$ cat src/rtl/rw_ctrl.sv
// CPU read/write control for an 8253-style timer: control-word decode, LSB/MSB count
// load sequencing and count-latch read-back for up to three counter channels.
module rw_ctrl #(
    parameter int NCH    = 3,
    parameter bit BCD_EN = 1'b1
) (
    input  logic              clk,
    input  logic              reset_n,
    input  logic              wr,
    input  logic              rd,
    input  logic [1:0]        addr,
    input  logic [7:0]        din,
    input  logic [16*NCH-1:0] cnt_in,
    output logic [7:0]        dout,
    output logic              dout_vld,
    output logic [16*NCH-1:0] cnt_val,
    output logic [NCH-1:0]    load,
    output logic [NCH-1:0]    cw_wr,
    output logic [3*NCH-1:0]  mode,
    output logic [NCH-1:0]    bcd,
    output logic [NCH-1:0]    armed
);

    typedef enum logic [1:0] {W_IDLE, W_LSB, W_MSB} wst_t;

    logic [1:0] w_sc;
    logic [1:0] w_rw;
    logic [2:0] w_mode_dec;
    logic       w_rd_ok;
    logic [7:0] w_rd_data;
    logic [7:0] w_rbyte [NCH];
    logic [7:0] r_dout;
    logic       r_dout_vld;

    assign w_sc       = din[7:6];
    assign w_rw       = din[5:4];
    // Modes 6 and 7 alias modes 2 and 3.
    assign w_mode_dec = (din[3:2] == 2'b11) ? {1'b0, din[2:1]} : din[3:1];
    assign w_rd_ok    = rd && !wr;

    for (genvar gi = 0; gi < NCH; gi++) begin : g_ch
        localparam logic [1:0] CH = 2'(gi);

        wst_t        r_wst, w_wst_nxt;
        logic [15:0] r_cnt, w_cnt_nxt, r_latch, w_src;
        logic [7:0]  r_lsb, w_lsb_nxt;
        logic [1:0]  r_rwfmt;
        logic [2:0]  r_mode;
        logic        r_armed, r_latched, r_rdtog, r_load, r_cw_wr, r_bcd;
        logic        w_load_nxt, w_cw_hit, w_cw_set, w_cw_latch;
        logic        w_wr_hit, w_rd_hit, w_rd_msb, w_rd_last;

        assign w_cw_hit   = wr && (addr == 2'd3) && (w_sc == CH);
        assign w_cw_set   = w_cw_hit && (w_rw != 2'b00);
        assign w_cw_latch = w_cw_hit && (w_rw == 2'b00) && r_armed && !r_latched;
        assign w_wr_hit   = wr && (addr == CH);
        assign w_rd_hit   = w_rd_ok && (addr == CH);

        always_comb begin
            w_wst_nxt  = r_wst;
            w_cnt_nxt  = r_cnt;
            w_lsb_nxt  = r_lsb;
            w_load_nxt = 1'b0;
            if (w_cw_set) begin
                w_wst_nxt = (w_rw == 2'b10) ? W_MSB : W_LSB;
            end else if (w_wr_hit) begin
                case (r_wst)
                    W_LSB: begin
                        if (r_rwfmt == 2'b01) begin
                            w_cnt_nxt  = {8'h00, din};
                            w_load_nxt = 1'b1;
                        end else begin
                            w_lsb_nxt = din;
                            w_wst_nxt = W_MSB;
                        end
                    end
                    W_MSB: begin
                        w_load_nxt = 1'b1;
                        if (r_rwfmt == 2'b10) begin
                            w_cnt_nxt = {din, 8'h00};
                        end else begin
                            w_cnt_nxt = {din, r_lsb};
                            w_wst_nxt = W_LSB;
                        end
                    end
                    default: ;
                endcase
            end
        end

        always_ff @(posedge clk or negedge reset_n) begin
            if (!reset_n) begin
                r_wst  <= W_IDLE;
                r_cnt  <= '0;
                r_lsb  <= '0;
                r_load <= 1'b0;
            end else begin
                r_wst  <= w_wst_nxt;
                r_cnt  <= w_cnt_nxt;
                r_lsb  <= w_lsb_nxt;
                r_load <= w_load_nxt;
            end
        end

        assign w_src      = r_latched ? r_latch : cnt_in[16*gi +: 16];
        assign w_rd_msb   = (r_rwfmt == 2'b10) || ((r_rwfmt == 2'b11) && r_rdtog);
        assign w_rd_last  = (r_rwfmt != 2'b11) || r_rdtog;
        assign w_rbyte[gi] = w_rd_msb ? w_src[15:8] : w_src[7:0];

        always_ff @(posedge clk or negedge reset_n) begin
            if (!reset_n) begin
                r_armed   <= 1'b0;
                r_rwfmt   <= 2'b00;
                r_mode    <= 3'd0;
                r_bcd     <= 1'b0;
                r_cw_wr   <= 1'b0;
                r_latched <= 1'b0;
                r_latch   <= '0;
                r_rdtog   <= 1'b0;
            end else begin
                r_cw_wr <= w_cw_set;
                if (w_cw_set) begin
                    r_armed   <= 1'b1;
                    r_rwfmt   <= w_rw;
                    r_mode    <= w_mode_dec;
                    r_bcd     <= din[0] & BCD_EN;
                    r_latched <= 1'b0;
                    r_rdtog   <= 1'b0;
                end else if (w_cw_latch) begin
                    r_latch   <= cnt_in[16*gi +: 16];
                    r_latched <= 1'b1;
                end else if (w_rd_hit && r_armed) begin
                    if (r_rwfmt == 2'b11) r_rdtog <= ~r_rdtog;
                    if (r_latched && w_rd_last) r_latched <= 1'b0;
                end
            end
        end

        assign cnt_val[16*gi +: 16] = r_cnt;
        assign load[gi]             = r_load;
        assign cw_wr[gi]            = r_cw_wr;
        assign mode[3*gi +: 3]      = r_mode;
        assign bcd[gi]              = r_bcd;
        assign armed[gi]            = r_armed;
    end

    // Unarmed channels, the control address and absent channels all read back as zero.
    always_comb begin
        w_rd_data = 8'h00;
        for (int i = 0; i < NCH; i++) begin
            if ((addr == 2'(i)) && armed[i]) w_rd_data = w_rbyte[i];
        end
    end

    always_ff @(posedge clk or negedge reset_n) begin
        if (!reset_n) begin
            r_dout     <= 8'h00;
            r_dout_vld <= 1'b0;
        end else begin
            r_dout_vld <= w_rd_ok;
            if (w_rd_ok) r_dout <= w_rd_data;
        end
    end

    assign dout     = r_dout;
    assign dout_vld = r_dout_vld;

endmodule

$ cat config.mk
export PLATFORM = sky130hd
export DESIGN_NAME = rw_ctrl
export DESIGN_NICKNAME = d
export VERILOG_FILES = /design/src/rtl/rw_ctrl.sv
export SDC_FILE = /design/constraint.sdc
export NUM_CORES = 1
export LEC_CHECK = 0
export ABC_CLOCK_PERIOD_IN_PS = 3900
export CAP_MARGIN = 20
export CORE_MARGIN = 2
export CORE_UTILIZATION = 59
export CTS_BUF_LIST = sky130_fd_sc_hd__clkbuf_4 sky130_fd_sc_hd__clkbuf_8
export DETAILED_ROUTE_END_ITERATION = 16
export PLACE_DENSITY_LB_ADDON = 0.08
export REMOVE_ABC_BUFFERS = 1
export SKIP_LAST_GASP = 1
export SLEW_MARGIN = 20
export SYNTH_ARGS = -nofsm -noshare
export SYNTH_HDL_FRONTEND = slang
export SYNTH_SLANG_ARGS = --single-unit
$ cat constraint.sdc
create_clock -name clk -period 3.9 [get_ports clk]
set_input_delay 1.17 -clock clk [delete_from_list [all_inputs] [get_ports clk]]
set_output_delay 1.17 -clock clk [all_outputs]
set_load 0.01 [all_outputs]
==> metrics.md, run 1 <==
| Metric | Value |
|---|---|
| Largest net degree at the start of global routing | between 80 and 90 |
| Area growth syn-to-layout | 22.9% |
| Final hold viol count | 0 |
| Resized cells post-CTS | 0 |
| DRT Pass-1 Iters | 4 |
| CP Launch Type | primary input |
| # rows | 42 |
| Actual slew at the worst max-slew pin | 916 ps |
| HP Start | g_ch[2].r_cnt[10] |
| Total gr overflow | 0 |
| Diode count | 0 |
| Starting density of the core | between 50% and 60% |
| Crit Path Max Fanout | 8 |
| Final #Nets | a little over 800 |
| Number of buffer and inverter stages on the critical path | 1 |
| Pins Over Slew Limit | 0 |
| Top_reg_cell synth | dfrtp_1 |
| Avg Cell Area, Syn | approximately 12 um^2 |
| Achievable frequency | 339 MHz |
| Syn. warnings | 0 |
| Yosys cell types | 52 |
| Final worst path period share | about three quarters |
| Relative max-transition margin | 39.0% |
| VDD IR-drop max | roughly 270 uV |
| Setup violators final | 0 |
| CP max stage cell | clkdlybuf4s50_1 |
| Worst endpoint data arrival time | between 3000 and 4000 ps |
| Highest routed layer | met4 |
| Tmin final | a little under 3000 ps |
| Power per cell area | between 500 and 600 nW/um^2 |
| Fill count | 859 |
| DR iter-0 viols | 359 |
| CTS tree | done |
| Core area | around 13,000 um^2 |
| Met3 wire len | around 1100 um |
| Initial antenna violation count | 0 |
| Die extent in x | roughly 120 um |
| Commonest non-fill, non-tap cell in the layout | dfrtp_1 |
| Drt drc | 0 |
| Run status | finished clean |
| DRT met1 WL | approximately 7300 um |
| Synth async-reset ratio | between 90% and 100% |
| Critical Path Max Stage Delay | ~610 ps |
| Met2 wire length | 8670 um |
| Via/cell ratio | 5.79 |
| Post-CTS Hold Fix Bufs | 0 |
| P_leak | approximately 4.3 nW |
| Crit Path Category | primary input to flip-flop |
| GRT Util Overall | between 20% and 30% |
| Post-synthesis register bit count | 168 |
| Clock Latency Late Sink | ~460 ps |
| H-tree depth | 4 |
| First-pass GRT wire length | around 28,000 um |
| Routability cong. | 0.867 |
| Cell area after synthesis | 7820 um^2 |
| Util after Layout | roughly three quarters |
| EDFF count, synth | 0 |
| Reg clk slew, reported paths | 80 ps |
| Share of cells above drive strength 1 | approximately a fifth |
| Worst path top cell family by delay | simple AND/OR/NAND/NOR gates |
| Final WL | 17,400 um |
| CP endpoint kind | flip-flop |
| Cells after Synth | between 600 and 700 |
| Worst path required time | between 4000 and 5000 ps |
| Sequential-to-total area share from yosys stat | a little over half |
| Die Ht | roughly 120 um |
| Number of CTS-inserted buffers | 17 |
| DIE AREA | roughly 14,000 um^2 |
| Number of global-route vias before repair | between 5,000 and 6,000 |
| CTS Buffer Depth | 2 |
| Final ANT Viol Nets | 0 |
| Commonest cells after routing, fill and taps aside | dfrtp_1, clkdlybuf4s50_1, nand2_1 |
| RSZ-0062 raised after global routing | false |
| Crit-path cells | clkdlybuf4s50_1 > nand3_4 > nor3b_4 > nor2b_1 > mux2_2 |
| DP Wirelength | between 10,000 and 15,000 um |
| Pre-CTS WS | 482 ps |
| Worst R2R Start | g_ch[2].r_wst[0] |
| CTS root buf | clkbuf_8 |
| Worst Setup SP | addr[1] |
| Vias | around 5,400 |
| Port-buffer cells | around 140 |
| Min-delay worst type | flip-flop to flip-flop |
| Final WS setup | 949 ps |
| Clock Skews | about 20 ps |
| Post-DR wirelength/cell | 18.6 um |
| Setup TNS Final | 0 ps |
| Setup Fix Bufs, Post-CTS | 0 |
| Max Cap Violations | 0 |
| IO Count | between 100 and 150 |
| Clock sinks | between 150 and 200 |
| Total power | roughly 0.0055 W |
-- through the flow --
stage / hold slack, ps / cell area (um^2) / cells
finish: 480 / 9620 / 936
global route: 506 / 9620 / 936
detailed placement: 469 / 9260 / 908
floorplan: 459 / 7560 / 583
global placement: 461 / 9260 / 908
CTS: 487 / 9620 / 936
-- area by class of cell --
cell class                 instances  area (um^2)  area share (%)
clock buffer                      26          345            3.59
clock inverter                     2         12.5           0.130
inverter                          16         60.1           0.625
multi-input combinational        399         3290            34.2
sequential                       168         4200            43.7
tap                              176          220            2.29
timing repair buffer             149         1480            15.4
-- path summary, 6_finish.rpt --
kind | slack (ps) | endpoint | depth (start not counted)
setup reg to reg | 1510 | g_ch[2].r_wst[1] | 6
hold / removal | 480 | g_ch[2].r_cnt[10] | 2
max in group asynchronous | 2390 | dout[7] | 2
min in group asynchronous | 630 | g_ch[1].r_cnt[5] | 1
setup / recovery | 950 | g_ch[2].r_bcd | 5
hold reg to reg | 480 | g_ch[2].r_cnt[10] | 2
-- power by group --
group	internal, W	leakage [nW]	switching (W)	total, W
combinational	0.00102	1.92	0.000851	0.00187
sequential	0.00220	2.18	0.000294	0.00249
clock	0.000560	0.186	0.000575	0.00113
-- synth_stat cells (3+ instances only) --
master    count  area share, %
a22o_1        7           0.78
and2_1        5           0.40
buf_4        13            1.2
inv_1        16           0.77
o21ai_0      28            1.8
buf_2         8           0.51
mux2_2       78             11
nor3_1        3           0.19
o22ai_1       5           0.40
nor2_1       14           0.67
dfrtp_1     168             54
nand2_1     112            5.4
and3b_1       3           0.34
mux2i_1      26            3.3
a211o_1       3           0.34
and3_1        3           0.24
a21oi_1       3           0.19
buf_1         4           0.19
clkbuf_1     27            1.3
a31oi_1       6           0.48
ha_1          6           0.96
o31ai_1      24            2.3
nand3_1       5           0.32
nand2b_1      5           0.40
mux4_2       24            6.9
-- flip-flops by register name, summed over array words and instances, names as in the netlist --
signal	count
g_ch.r_cnt	48
g_ch.r_latch	48
g_ch.r_lsb	24
g_ch.r_mode	9
dout	8
g_ch.r_rwfmt	6
g_ch.r_wst	6
g_ch.r_armed	3
g_ch.r_bcd	3
g_ch.r_cw_wr	3
g_ch.r_latched	3
g_ch.r_load	3
g_ch.r_rdtog	3
dout_vld	1
-- cell families after synthesis --
kind of cell,count (synthesis),synth area share [%]
AO/OA/AOI/OAI,92,8.43
XOR/XNOR,2,0.224
adder cells (fa/ha/maj),6,0.960
buffers and inverters,69,4.16
flip-flops,168,53.7
multiplexers,130,21.8
AND/OR/NAND/NOR,169,10.7
-- metal layers --
| metal | up-vias | track usage [%] |
|---|---|---|
| li1 | 2481 | - |
| met1 | 2729 | 34.5 |
| met2 | 180 | 42.5 |
| met3 | 27 | 5.70 |
| met4 | 0 | 10.0 |
| met5 | - | 0 |
-- tightest hold or removal path: stages, from the launching register on --
cell and delay, ps:
dfrtp_1 350, nand2_1 40, o21ai_0 50
Power figures use the tool's default switching activity.
==> run 2: changes to the inputs <==
- ABC_CLOCK_PERIOD_IN_PS: 3900 -> 2600
- CORE_UTILIZATION: 59 -> 49
- clock period: 3.9 -> 2.6 ns (I/O delays scaled with it)
==> metrics.md, run 2 (synthesis gave the netlist of run 1 again) <==
| Metric | Value |
|---|---|
| Run status | finished clean |
| DIE AREA | 17,000 um^2 (+20%) |
| DRT Pass-1 Iters | 5 (+1) |
| DP Wirelength | 13,000 um (+4.5%) |
| CTS Buffer Depth | 2 (unchanged) |
| Final hold viol count | 0 (unchanged) |
| Setup Fix Bufs, Post-CTS | 0 (unchanged) |
| Critical Path Max Stage Delay | 580 ps (-30 ps) |
| Final #Nets | 855 (+4.4%) |
| Power per cell area | 850 nW/um^2 (+49%) |
| Drt drc | 0 (unchanged) |
| Relative max-transition margin | 57.7% (+19 points) |
| Post-CTS Hold Fix Bufs | 0 (unchanged) |
| Actual slew at the worst max-slew pin | 633 ps (-283 ps) |
| Biggest registers after layout | g_ch.r_cnt (48), g_ch.r_latch (48), g_ch.r_lsb (24) |
| IO Count | 140 (unchanged) |
| Diode count | 0 (unchanged) |
| Clock Latency Late Sink | 450 ps (about the same) |
| GRT Util Overall | 22.6% (-3.4 points) |
| Crit-path cells | clkdlybuf4s50_1 > buf_4 > nor4_4 > a31oi_1 > a221oi_1 > a21oi_1 |
| # rows | 46 (+9.5%) |
| Max Cap Violations | 0 (unchanged) |
| Final worst path period share | between 90% and 100% |
| CP endpoint kind | flip-flop |
| Number of global-route vias before repair | 5,551 (+2.0%) |
| Reg clk slew, reported paths | 80 ps (about the same) |
| Total power | 0.00854 W (+55%) |
| Final ANT Viol Nets | 0 (unchanged) |
| CP max stage cell | clkdlybuf4s50_1 |
| CTS root buf | clkbuf_8 |
| Number of CTS-inserted buffers | 17 (unchanged) |
| Die extent in x | 130 um (+9.4%) |
| Initial antenna violation count | 0 (unchanged) |
| Commonest non-fill, non-tap cell in the layout | dfrtp_1 |
| Total gr overflow | 0 (unchanged) |
| Resized cells post-CTS | 0 (unchanged) |
| Achievable frequency | about 420 MHz |
| Worst endpoint data arrival time | 2710 ps (-580 ps) |
| P_leak | 4.52 nW (+5.4%) |
| VDD IR-drop max | 331 uV (+25%) |
| RSZ-0062 raised after global routing | false |
| Final WL | 17,900 um (+3.2%) |
| Pre-CTS WS | -207 ps (-689 ps) |
| Die Ht | 130 um (+9.4%) |
| Via/cell ratio | 5.37 (-7.1%) |
| Area growth syn-to-layout | 28.5% |
| Starting density of the core | 49.6% (-10 points) |
| Post-DR wirelength/cell | 17.7 um (-4.8%) |
| Pins Over Slew Limit | 0 (unchanged) |
| First-pass GRT wire length | 29,200 um (+2.6%) |
| Port-buffer cells | 139 (unchanged) |
| DR iter-0 viols | 260 (-28%) |
| Clock sinks | 168 (unchanged) |
| H-tree depth | 4 (unchanged) |
| Worst path required time | 2920 ps (-1320 ps) |
| Largest net degree at the start of global routing | 72 (-15%) |
| Min-delay worst type | primary input to asynchronous set/reset pin |
| Setup violators final | 0 (unchanged) |
| Tmin final | 2390 ps |
| Fin Hold WS | 254 ps (-226 ps) |
| Share of cells above drive strength 1 | 24.4% (+3.8 points) |
| Setup TNS Final | 0 ps (unchanged) |
| Clock Skews | 9.92 ps (-10.2 ps) |
| Dpl cells | 984 (+8.4%) |
| Core area | 15,800 um^2 (+21%) |
| CTS tree | done |
| Routability cong. | 0.856 (-1.3%) |
| CP Launch Type | primary input |
| Commonest cells after routing, fill and taps aside | dfrtp_1, clkdlybuf4s50_1, nand2_1 |
| Post-route insts no fill | 1,014 (+8.3%) |
| Crit Path Category | primary input to flip-flop |
| Crit Path Max Fanout | 7 (-1) |
| Vias | 5,449 (+0.59%) |
| Final WS setup | 210 ps (-739 ps) |
==> run 2: stage by stage <==
step / utilization [%] / instance area, um^2
4_1_cts: 63.7 / 10100
2_1_floorplan: - / 7560
6_report: 63.7 / 10100
3_3_place_gp: 61.2 / 9650
3_5_place_dp: 61.2 / 9650
5_1_grt: 63.7 / 10100
==> run 2: final timing paths <==
| path | start | to | slack (ps) | cells after the start |
|---|---|---|---|---|
| max | din[7] | g_ch[0].r_wst[0] | 210 | 6 |
| min | reset_n | g_ch[1].r_cnt[8] | 250 | 1 |
| max reg2reg | g_ch[1].r_rwfmt[0] | dout[0] | 390 | 5 |
| min reg2reg | g_ch[1].r_cnt[9] | g_ch[1].r_cnt[9] | 480 | 2 |
| max in group asynchronous | reset_n | g_ch[2].r_latch[10] | 1620 | 2 |
| min in group clk | g_ch[1].r_cnt[9] | g_ch[1].r_cnt[9] | 480 | 2 |
==> run 2: worst max-delay path, delay by kind of cell <==
kind	cells	cell delay [ps]
and+or+nand+nor	1	560
AOI/OAI and AO/OA	3	530
buffers and inverters	2	830
==> run 2: power by group <==
part	switching (W)	leakage, nW	internal [W]
sequential	0.000420	2.18	0.00330
clock	0.000903	0.212	0.00101
combinational	0.00130	2.12	0.00161
==> run 2: layout make-up <==
type | instances | area, um^2
Fill cell | 1280 | 5720
Sequential cell | 168 | 4200
Multi-Input combinational cell | 399 | 3290
Timing Repair Buffer | 185 | 1830
Clock buffer | 21 | 277
Tap cell | 216 | 270
Clock inverter | 9 | 124
Inverter | 16 | 60.1
==> run 2: per-layer routing <==
metal  share of wire [%]  wire [um]  vias to the layer above  GRT usage (%)
met5                   0          0                        -              0
li1                    -          -                     2548              -
met3                 5.2        942                       25           5.37
met4                 1.6        280                        0           7.57
met1                  43       7740                     2721           29.2
met2                  50       8990                      155           38.0
